==> src/rtl/cordic_pkg.sv <==
`default_nettype none
// ============================================================================
// Module      : cordic_pkg
// Description : Shared constants and types for the CORDIC phase front end.
//               Angles are signed fixed point at 2^14 units per radian, which
//               matches the scale of the CORDIC arctangent table.
// Contents    : ANGLE_W, PI, TWO_PI, CNT_W defaults; state_t {IDLE, RUN}
// Revision    : 1.0 - initial release
// ============================================================================
package cordic_pkg;

    localparam int BITS    = 16;
    localparam int ANGLE_W = BITS + 1;
    localparam int PI      = 51472;     // round(pi * 2^14)
    localparam int TWO_PI  = 2 * PI;
    localparam int CNT_W   = 16;

    typedef enum logic [0:0] {
        IDLE = 1'b0,
        RUN  = 1'b1
    } state_t;

endpackage : cordic_pkg
`default_nettype wire

==> src/rtl/phase_wrap.sv <==
`default_nettype none
// ============================================================================
// Module      : phase_wrap
// Description : Folds a widened angle sum back into [-PI, PI-1] with a single
//               +/- 2*PI correction. Purely combinational.
// Ports       : sum_i     - BITS+3 bit signed sum, within [-2*PI, 2*PI-1]
//               angle_o   - BITS+1 bit signed wrapped angle
//               wrapped_o - high when a correction was applied
// Revision    : 1.0 - initial release
// ============================================================================
module phase_wrap
    import cordic_pkg::*;
#(
    parameter int BITS = 16,
    parameter int PI   = 51472
) (
    input  logic signed [BITS+2:0] sum_i,
    output logic signed [BITS:0]   angle_o,
    output logic                   wrapped_o
);

    localparam int                 c_TWO_PI_INT = 2 * PI;
    localparam logic signed [BITS+2:0] c_PI_W     = PI[BITS+2:0];
    localparam logic signed [BITS+2:0] c_NEG_PI_W = -c_PI_W;
    // 2*PI does not fit in BITS+1 signed bits, but only the low bits of the
    // corrected result are kept, so modular arithmetic on the low bits gives
    // the same answer as the full-width correction.
    localparam logic [BITS:0]      c_TWO_PI_LO  = c_TWO_PI_INT[BITS:0];

    logic [BITS:0] w_sum_lo;

    assign w_sum_lo = sum_i[BITS:0];

    always_comb begin
        angle_o   = w_sum_lo;
        wrapped_o = 1'b0;
        if (sum_i >= c_PI_W) begin
            angle_o   = w_sum_lo - c_TWO_PI_LO;
            wrapped_o = 1'b1;
        end else if (sum_i < c_NEG_PI_W) begin
            angle_o   = w_sum_lo + c_TWO_PI_LO;
            wrapped_o = 1'b1;
        end
    end

endmodule : phase_wrap
`default_nettype wire

==> src/rtl/cordic_phase_gen.sv <==
`default_nettype none
// ============================================================================
// Module      : cordic_phase_gen
// Description : Phase accumulator feeding the pipelined CORDIC. Emits a
//               valid/ready stream of angles in [-PI, PI-1], advancing by a
//               saturated frequency word on every accepted sample. Bursts are
//               either burst_len samples long or continuous (burst_len = 0)
//               until stop.
// Ports       : clk, rst            - clock, synchronous active-high reset
//               start, stop         - burst begin / early end pulses
//               phase_init          - first angle (wrapped), taken on start
//               freq_word           - per-sample increment, taken on start
//               burst_len           - samples per burst, 0 = continuous
//               out_ready/out_valid - output handshake
//               angle               - current phase
//               busy, done, wrap    - status (RUN, end pulse, wrap pulse)
// Revision    : 1.0 - initial release
// ============================================================================
module cordic_phase_gen
    import cordic_pkg::*;
#(
    parameter int BITS  = 16,
    parameter int PI    = 51472,
    parameter int CNT_W = 16
) (
    input  logic                  clk,
    input  logic                  rst,
    input  logic                  start,
    input  logic                  stop,
    input  logic signed [BITS:0]  phase_init,
    input  logic signed [BITS:0]  freq_word,
    input  logic [CNT_W-1:0]      burst_len,
    input  logic                  out_ready,
    output logic                  out_valid,
    output logic signed [BITS:0]  angle,
    output logic                  busy,
    output logic                  done,
    output logic                  wrap
);

    localparam logic signed [BITS:0] c_PI_A     = PI[BITS:0];
    localparam logic signed [BITS:0] c_NEG_PI_A = -c_PI_A;
    localparam logic [CNT_W-1:0]     c_ONE      = {{(CNT_W-1){1'b0}}, 1'b1};

    state_t                 state_q;
    logic                   out_valid_q;
    logic signed [BITS:0]   angle_q;
    logic                   busy_q;
    logic                   done_q;
    logic                   wrap_q;
    logic signed [BITS:0]   freq_q;
    logic [CNT_W-1:0]       len_q;
    logic [CNT_W-1:0]       cnt_q;

    logic signed [BITS:0]   freq_sat_d;
    logic signed [BITS+2:0] w_init_sum;
    logic signed [BITS+2:0] acc_sum_d;
    logic signed [BITS:0]   init_angle_d;
    logic signed [BITS:0]   acc_angle_d;
    logic                   acc_wrapped_d;
    logic                   w_init_wrapped_unused;
    logic                   w_hs;
    logic                   w_last;

    // Clamping the increment to [-PI, PI] guarantees one wrap correction
    // per update is always enough.
    always_comb begin
        freq_sat_d = freq_word;
        if (freq_word > c_PI_A) begin
            freq_sat_d = c_PI_A;
        end else if (freq_word < c_NEG_PI_A) begin
            freq_sat_d = c_NEG_PI_A;
        end
    end

    assign w_init_sum = {{2{phase_init[BITS]}}, phase_init};
    assign acc_sum_d  = {{2{angle_q[BITS]}}, angle_q} + {{2{freq_q[BITS]}}, freq_q};

    phase_wrap #(
        .BITS (BITS),
        .PI   (PI)
    ) u_wrap_init (
        .sum_i     (w_init_sum),
        .angle_o   (init_angle_d),
        .wrapped_o (w_init_wrapped_unused)
    );

    phase_wrap #(
        .BITS (BITS),
        .PI   (PI)
    ) u_wrap_acc (
        .sum_i     (acc_sum_d),
        .angle_o   (acc_angle_d),
        .wrapped_o (acc_wrapped_d)
    );

    assign w_hs   = out_valid_q & out_ready;
    assign w_last = (len_q != '0) && (cnt_q == (len_q - c_ONE));

    always_ff @(posedge clk) begin
        if (rst) begin
            state_q     <= IDLE;
            out_valid_q <= 1'b0;
            angle_q     <= '0;
            busy_q      <= 1'b0;
            done_q      <= 1'b0;
            wrap_q      <= 1'b0;
            freq_q      <= '0;
            len_q       <= '0;
            cnt_q       <= '0;
        end else begin
            done_q <= 1'b0;
            wrap_q <= 1'b0;
            case (state_q)
                IDLE: begin
                    // start has priority over a coincident stop here
                    if (start) begin
                        freq_q      <= freq_sat_d;
                        len_q       <= burst_len;
                        angle_q     <= init_angle_d;
                        cnt_q       <= '0;
                        state_q     <= RUN;
                        busy_q      <= 1'b1;
                        out_valid_q <= 1'b1;
                    end
                end
                RUN: begin
                    if (w_hs) begin
                        angle_q <= acc_angle_d;
                        cnt_q   <= cnt_q + c_ONE;   // wraps silently in continuous mode
                        wrap_q  <= acc_wrapped_d;
                    end
                    // stop and a final handshake together still yield one done
                    if (stop || (w_hs && w_last)) begin
                        state_q     <= IDLE;
                        busy_q      <= 1'b0;
                        out_valid_q <= 1'b0;
                        done_q      <= 1'b1;
                    end
                end
                default: begin
                    state_q     <= IDLE;
                    busy_q      <= 1'b0;
                    out_valid_q <= 1'b0;
                end
            endcase
        end
    end

    assign out_valid = out_valid_q;
    assign angle     = angle_q;
    assign busy      = busy_q;
    assign done      = done_q;
    assign wrap      = wrap_q;

endmodule : cordic_phase_gen
`default_nettype wire

==> config.mk <==
export PLATFORM = sky130hd
export DESIGN_NAME = cordic_phase_gen
export DESIGN_NICKNAME = d
export VERILOG_FILES = /design/src/rtl/cordic_pkg.sv /design/src/rtl/phase_wrap.sv /design/src/rtl/cordic_phase_gen.sv
export SDC_FILE = /design/constraint.sdc
export NUM_CORES = 1
export LEC_CHECK = 0
export ABC_AREA = 0
export BUFFER_PORTS_ARGS = -buffer_cell sky130_fd_sc_hd__buf_2
export CORE_ASPECT_RATIO = 0.6
export CORE_UTILIZATION = 40
export DETAILED_ROUTE_END_ITERATION = 10
export GPL_TIMING_DRIVEN = 1
export PLACE_DENSITY = 0.63
export SETUP_SLACK_MARGIN = 0.15
export SLEW_MARGIN = 30
export SYNTH_ARGS = -nofsm -noshare
export SYNTH_HDL_FRONTEND = slang
export SYNTH_HIERARCHICAL = 1
export SYNTH_SLANG_ARGS = --single-unit
==> constraint.sdc <==
create_clock -name clk -period 7.2 [get_ports clk]
set_input_delay 0.72 -clock clk [delete_from_list [all_inputs] [get_ports clk]]
set_output_delay 0.72 -clock clk [all_outputs]
set_load 0.05 [all_outputs]
After elaboration in Yosys (flattened, before gate mapping)
Index checks and enable logic that the tools add are counted.

operators by class
  add/sub/neg operators = 7
  $mul = 0
  div/mod/pow operators = 0
  order comparisons = 6
  eq/ne operators = 4
  shifts and indexed selects = 0
  multiplexer cells = 21
  bitwise logic cells = 3
  reduce and logical (&&, ||, !) cells = 9

operator list
  cell                                                    number
  two-way mux 17 bit                                      8
  adder 17 bit (second input constant)                    2
  < comparator 17 bit (second input constant)             2
  one-hot mux 17 bit (2 select lines)                     1
  subtractor 17 bit (second input constant)               2
  two-way mux 16 bit                                      2
  one-hot mux 16 bit (2 select lines)                     1
  adder 17 x 17 -> 18 bit                                 1
  >= comparator 18 x 17 -> 1 bit (second input constant)  1
  < comparator 18 x 17 -> 1 bit (second input constant)   1
  >= comparator 17 bit (second input constant)            1
  greater-than comparator 17 bit (second input constant)  1
  adder 16 x 1 -> 16 bit (second input constant)          1
  == test 16 bit                                          1
  nonzero test 16 bit                                     1
  subtractor 16 x 1 -> 16 bit (second input constant)     1
  two-way mux 1 bit                                       7
  AND reduction 2 bit                                     3
  != test 2 x 1 -> 1 bit (second input constant)          2
  one-hot mux 1 bit (2 select lines)                      2
  OR reduction 3 bit                                      1
  logical AND 1 bit                                       2
  != test 2 bit (second input constant)                   1
  NOT 1 bit                                               2
  3 further kinds                                         3

storage, ports and cells
  flip-flop bits (word level) = 70
  latch bits = 0
  RAM bits = 0
  ROM bits = 0
  input bits = 55
  logic and storage cells = 58
  memories kept = 0

Longest topological paths before layout
  depth in word-level cells = 7
  mapped depth = 19
  depth with buffers taken out = 17

Cells and area by module
The synthesis kept the hierarchy.

modules (own cells, without submodules)
  module            instances  cells an instance  area an instance (µm²)
  cordic_phase_gen  1          553                4383.0
  phase_wrap        2          91                 613.1

Least setup slack after synthesis
Ideal clock, no wire load.

  path type = register -> register
  start point = register angle_q[1] (netlist: angle[1])
  end point = register angle_q[14] (netlist: angle[14])
  data arrival time = 3840 ps
  required time = 7114 ps
  slack = 3275 ps
  stages on the path, launching flop included = 17
  clock period less this slack = 3925 ps
  cell sequence = dfxtp_1 ha_1 a211oi_1 o21bai_1 a31oi_1 o21ai_0 nor3_1 a21oi_1 o41ai_1 nand2_1 nor4_1 nor2_1 clkbuf_1 a32oi_1 xnor2_1 mux2i_1 a211oi_1

between the ends
  word-level cells in the longest chain between the ends = 6
  elaborated cells on any way between the ends = 9

RTL lines
  element                                line                     RTL
  start: declaration                     cordic_phase_gen.sv:47   logic signed [BITS:0] angle_q;
  start signal: assignment               cordic_phase_gen.sv:120  angle_q <= init_angle_d;
  start signal: assignment               cordic_phase_gen.sv:129  angle_q <= acc_angle_d;
  adder 17 x 17 -> 18 bit *              cordic_phase_gen.sv:77   assign acc_sum_d = {{2{angle_q[BITS]}}, angle_q} + {{2{freq_q[BITS]}}, freq_q};
  named net acc_sum_d[17]                cordic_phase_gen.sv:57   logic signed [BITS+2:0] acc_sum_d;
  < comparator 18 x 17 -> 1 bit          phase_wrap.sv:40         end else if (sum_i < c_NEG_PI_W) begin
  two-way mux 17 bit                     phase_wrap.sv:40
  two-way mux 17 bit *                   phase_wrap.sv:37         if (sum_i >= c_PI_W) begin
  named net acc_angle_d[14]              cordic_phase_gen.sv:59   logic signed [BITS:0] acc_angle_d;
  two-way mux 17 bit *                   cordic_phase_gen.sv:128  if (w_hs) begin
  one-hot mux 17 bit (2 select lines) *  cordic_phase_gen.sv:114  case (state_q)

The timed path passes the listed nets; every way through them passes the cells marked *. The select of a mux whose other input is x is not followed.
A chain may end at the register's enable or synchronous reset.

Worst setup path in the final report
Same ends and word-level chain as after synthesis.

==> flow_metrics.tcl <==
set metrics [dict create \
    grt_max_degree 54 \
    synth-simple-area-share 0.266 \
    antenna_cells 0 \
    syn-instance-count 735 \
    hp-class "reg2reg" \
    std_cell_rows 33 \
    post_cts_resized 0 \
    hp-start "freq_q[12]$_SDFFE_PP0P_" \
    cts_buffers 9 \
    synth.area.top_cells "dfxtp_1, xnor2_1, ha_1, nor2_1, a21oi_1" \
    cts.clk_slew.worst_paths_ns 0.06 \
    yosysUniqueCellTypes 72 \
    cts_hold_buf 0 \
    coreArea_um2 13700 \
    routedWlPerCell_um 17.2 \
    syn_area_um2 5610 \
    start_util 0.410 \
    place_area_um2 5960 \
    yosysTopAreaCell "dfxtp_1" \
    r2r_end "angle[14]$_SDFFE_PP0P_" \
    fillers 1377 \
    fin_crit_sh 0.648 \
    root_buffer "clkbuf_16" \
    synthMuxAreaShare 0.0399 \
    yosysSeqAreaShare 0.250 \
    finalSetupTns_ns 0 \
    cp.required_ns 7.46 \
    crit_type "reg2reg" \
    p_leak_nw 2.49 \
    fin_nets 850 \
    r2r_cells 14 \
    ys_ff_latch 70 \
    end_kind "register" \
    synth_top_family_by_area "simple AND/OR/NAND/NOR gates" \
    hold_ws_ns 0.472 \
    grt_pass1_wl_um 26000 \
    final_cell_mix "nor2_1, buf_2, nand2_1" \
    vdd.ir_drop.worst_v 0.0000901 \
    synth_top_area_share 0.250 \
    via_count 5461 \
    synth_xor_area_frac 0.0796 \
    hold_depth 2 \
    overflow 0 \
    finalPower_mw 1.49 \
    ant_nets 0 \
    ys_warn_count 6 \
    cts.sinks 70 \
    pin_count 76 \
    setup_violations 0 \
    grt_pass1_vias 4782 \
    io_buffers 75 \
    hold_viol_final 0 \
    synthAdderAreaFrac 0.0638 \
    drtIter0Drc 531 \
    antenna_found_initial 1 \
    multi_input_area_um2 3860 \
    place_hpwl_um 12700 \
    relSlewSlack 0.371 \
    arrival_ns 4.92 \
    async_flop_share 0 \
    die_area_um2 14500 \
    grt.total_usage 0.232 \
    viasPerCell 5.66 \
    syn_avg_cell_area_um2 7.63 \
    ff2ff_setup_slack_ns 2.54 \
    fin_skew_ns 0.00739 \
    htree_levels 3 \
    place.gp.congestion 0.936 \
    tritoncts "done" \
    first_pass_iters 5 \
    layout-drive-gt1-share 0.161 \
    clk_latency_ns 0.34 \
    critical_path.max_fanout 12 \
    worst_pin_slew_ns 0.940 \
    synthToLayoutAreaGrowth_pct 11.9 \
    die_w_um 155 \
    synth_fp_nets 818 \
    hold_end "freq_q[12]$_SDFFE_PP0P_" \
    synth-edff-count 0 \
    p_per_area_nw_per_um2 238 \
    synth_compound_area_frac 0.234 \
    outcome "finished clean" \
    dieHeight_um 93.7 \
    seq_area_um2 1400 \
    drc 0 \
    final_common_cell "nor2_1" \
    routed_wl_um 16500 \
    synth_ff_type "dfxtp_1" \
    r2r-start "angle[1]$_SDFFE_PP0P_" \
    startpoint_type "register" \
    rsz0062_at_grt "false" \
    clk_path_buf_depth 2 \
    fmax_mhz 214 \
    finalCriticalPeriod_ns 4.66 \
    slew_violations 0 \
    cts_post_setup_buffers_inserted 0 \
    final_area_um2 6270 \
    max_cap_viol_count 0 \
]
-- worst max path at each step --
stage	from	endpoint	slack (ns)	cells past startpoint
2_1_floorplan	angle[1]$_SDFFE_PP0P_	angle[14]$_SDFFE_PP0P_	3.27	16
4_1_cts	angle[0]$_SDFFE_PP0P_	angle[5]$_SDFFE_PP0P_	2.61	17
3_3_place_gp	angle[0]$_SDFFE_PP0P_	angle[15]$_SDFFE_PP0P_	2.48	17
3_5_place_dp	angle[0]$_SDFFE_PP0P_	angle[15]$_SDFFE_PP0P_	2.64	17
5_1_grt	angle[1]$_SDFFE_PP0P_	angle[14]$_SDFFE_PP0P_	2.14	14
6_report	angle[1]$_SDFFE_PP0P_	angle[14]$_SDFFE_PP0P_	2.54	14
-- critical path, stage by stage, from the launching register on --
cell      delay [ns]
dfxtp_1         0.34
ha_1            0.32
a211oi_1        0.28
o21bai_1        0.14
a31oi_1         0.31
o21ai_0         0.25
nor3_1          0.39
a21oi_1         0.13
o41ai_1         0.55
o21ai_0         0.33
nor2_1          0.77
a32oi_1         0.26
xnor2_1         0.20
mux2i_1         0.10
a211oi_1        0.24
-- sequential cells by signal, summed over array words and instances, names as in the netlist --
| signal | cells |
|---|---|
| state_q | 1 |
| busy | 1 |
| freq_q | 17 |
| done | 1 |
| len_q | 16 |
| cnt_q | 16 |
| angle | 17 |
| wrap | 1 |
-- metrics by stage --
stage | utilization | std cells | worst slack, ns
after CTS | 0.458 | 964 | 2.61
after global routing | 0.459 | 964 | 2.14
after detailed placement | 0.436 | 948 | 2.64
final | 0.459 | 964 | 2.54
after floorplan | - | 735 | 3.27
after global placement | 0.435 | 948 | 2.48
-- where the power goes --
group          total (mW)  internal, mW  switching [mW]  leakage (nW)
registers           0.443         0.414          0.0288         0.574
clock network       0.462         0.287           0.175         0.146
logic               0.586         0.222           0.364          1.77
-- metal layers --
| layer | global-route usage | routed length [um] | vias to the layer above |
|---|---|---|---|
| li1 | - | - | 2712 |
| met1 | 0.366 | 8920 | 2512 |
| met2 | 0.296 | 5990 | 217 |
| met3 | 0.0678 | 1460 | 18 |
| met4 | 0.0503 | 172 | 2 |
| met5 | 0 | 10 | - |
-- Yosys cell counts, types with 4 or more instances --
master,n
a211oi_1,21
a21o_1,6
a21oi_1,61
a22o_1,4
a22oi_1,12
a31oi_1,12
a32oi_1,8
and2_1,4
and3_1,11
buf_2,15
buf_4,13
clkbuf_1,24
dfxtp_1,70
ha_1,27
inv_1,17
mux2i_1,19
nand2_1,71
nand2b_1,17
nand3_1,31
nand4_1,11
nor2_1,84
nor2b_1,8
nor3_1,16
nor3b_1,4
nor4_1,4
o211ai_1,5
o21a_1,6
o21ai_0,34
or2_2,4
xnor2_1,43
xor2_1,8
-- area by class of cell --
class / instances / share of cell area
clock buffers: 13 / 0.0415
repair buffers: 79 / 0.0646
clock inverters: 3 / 0.00678
inverters: 17 / 0.0102
multi-input cells: 590 / 0.615
flip-flops and latches: 70 / 0.223
well taps: 192 / 0.0383
-- kinds of logic after synthesis --
logic type / Yosys count
buffers and inverters: 75
adder cells (fa/ha/maj): 28
AO/OA/AOI/OAI: 197
multiplexers: 22
AND/OR/NAND/NOR: 292
XOR/XNOR: 51
flip-flops: 70
Note: power is estimated with default switching activity, not from simulation.
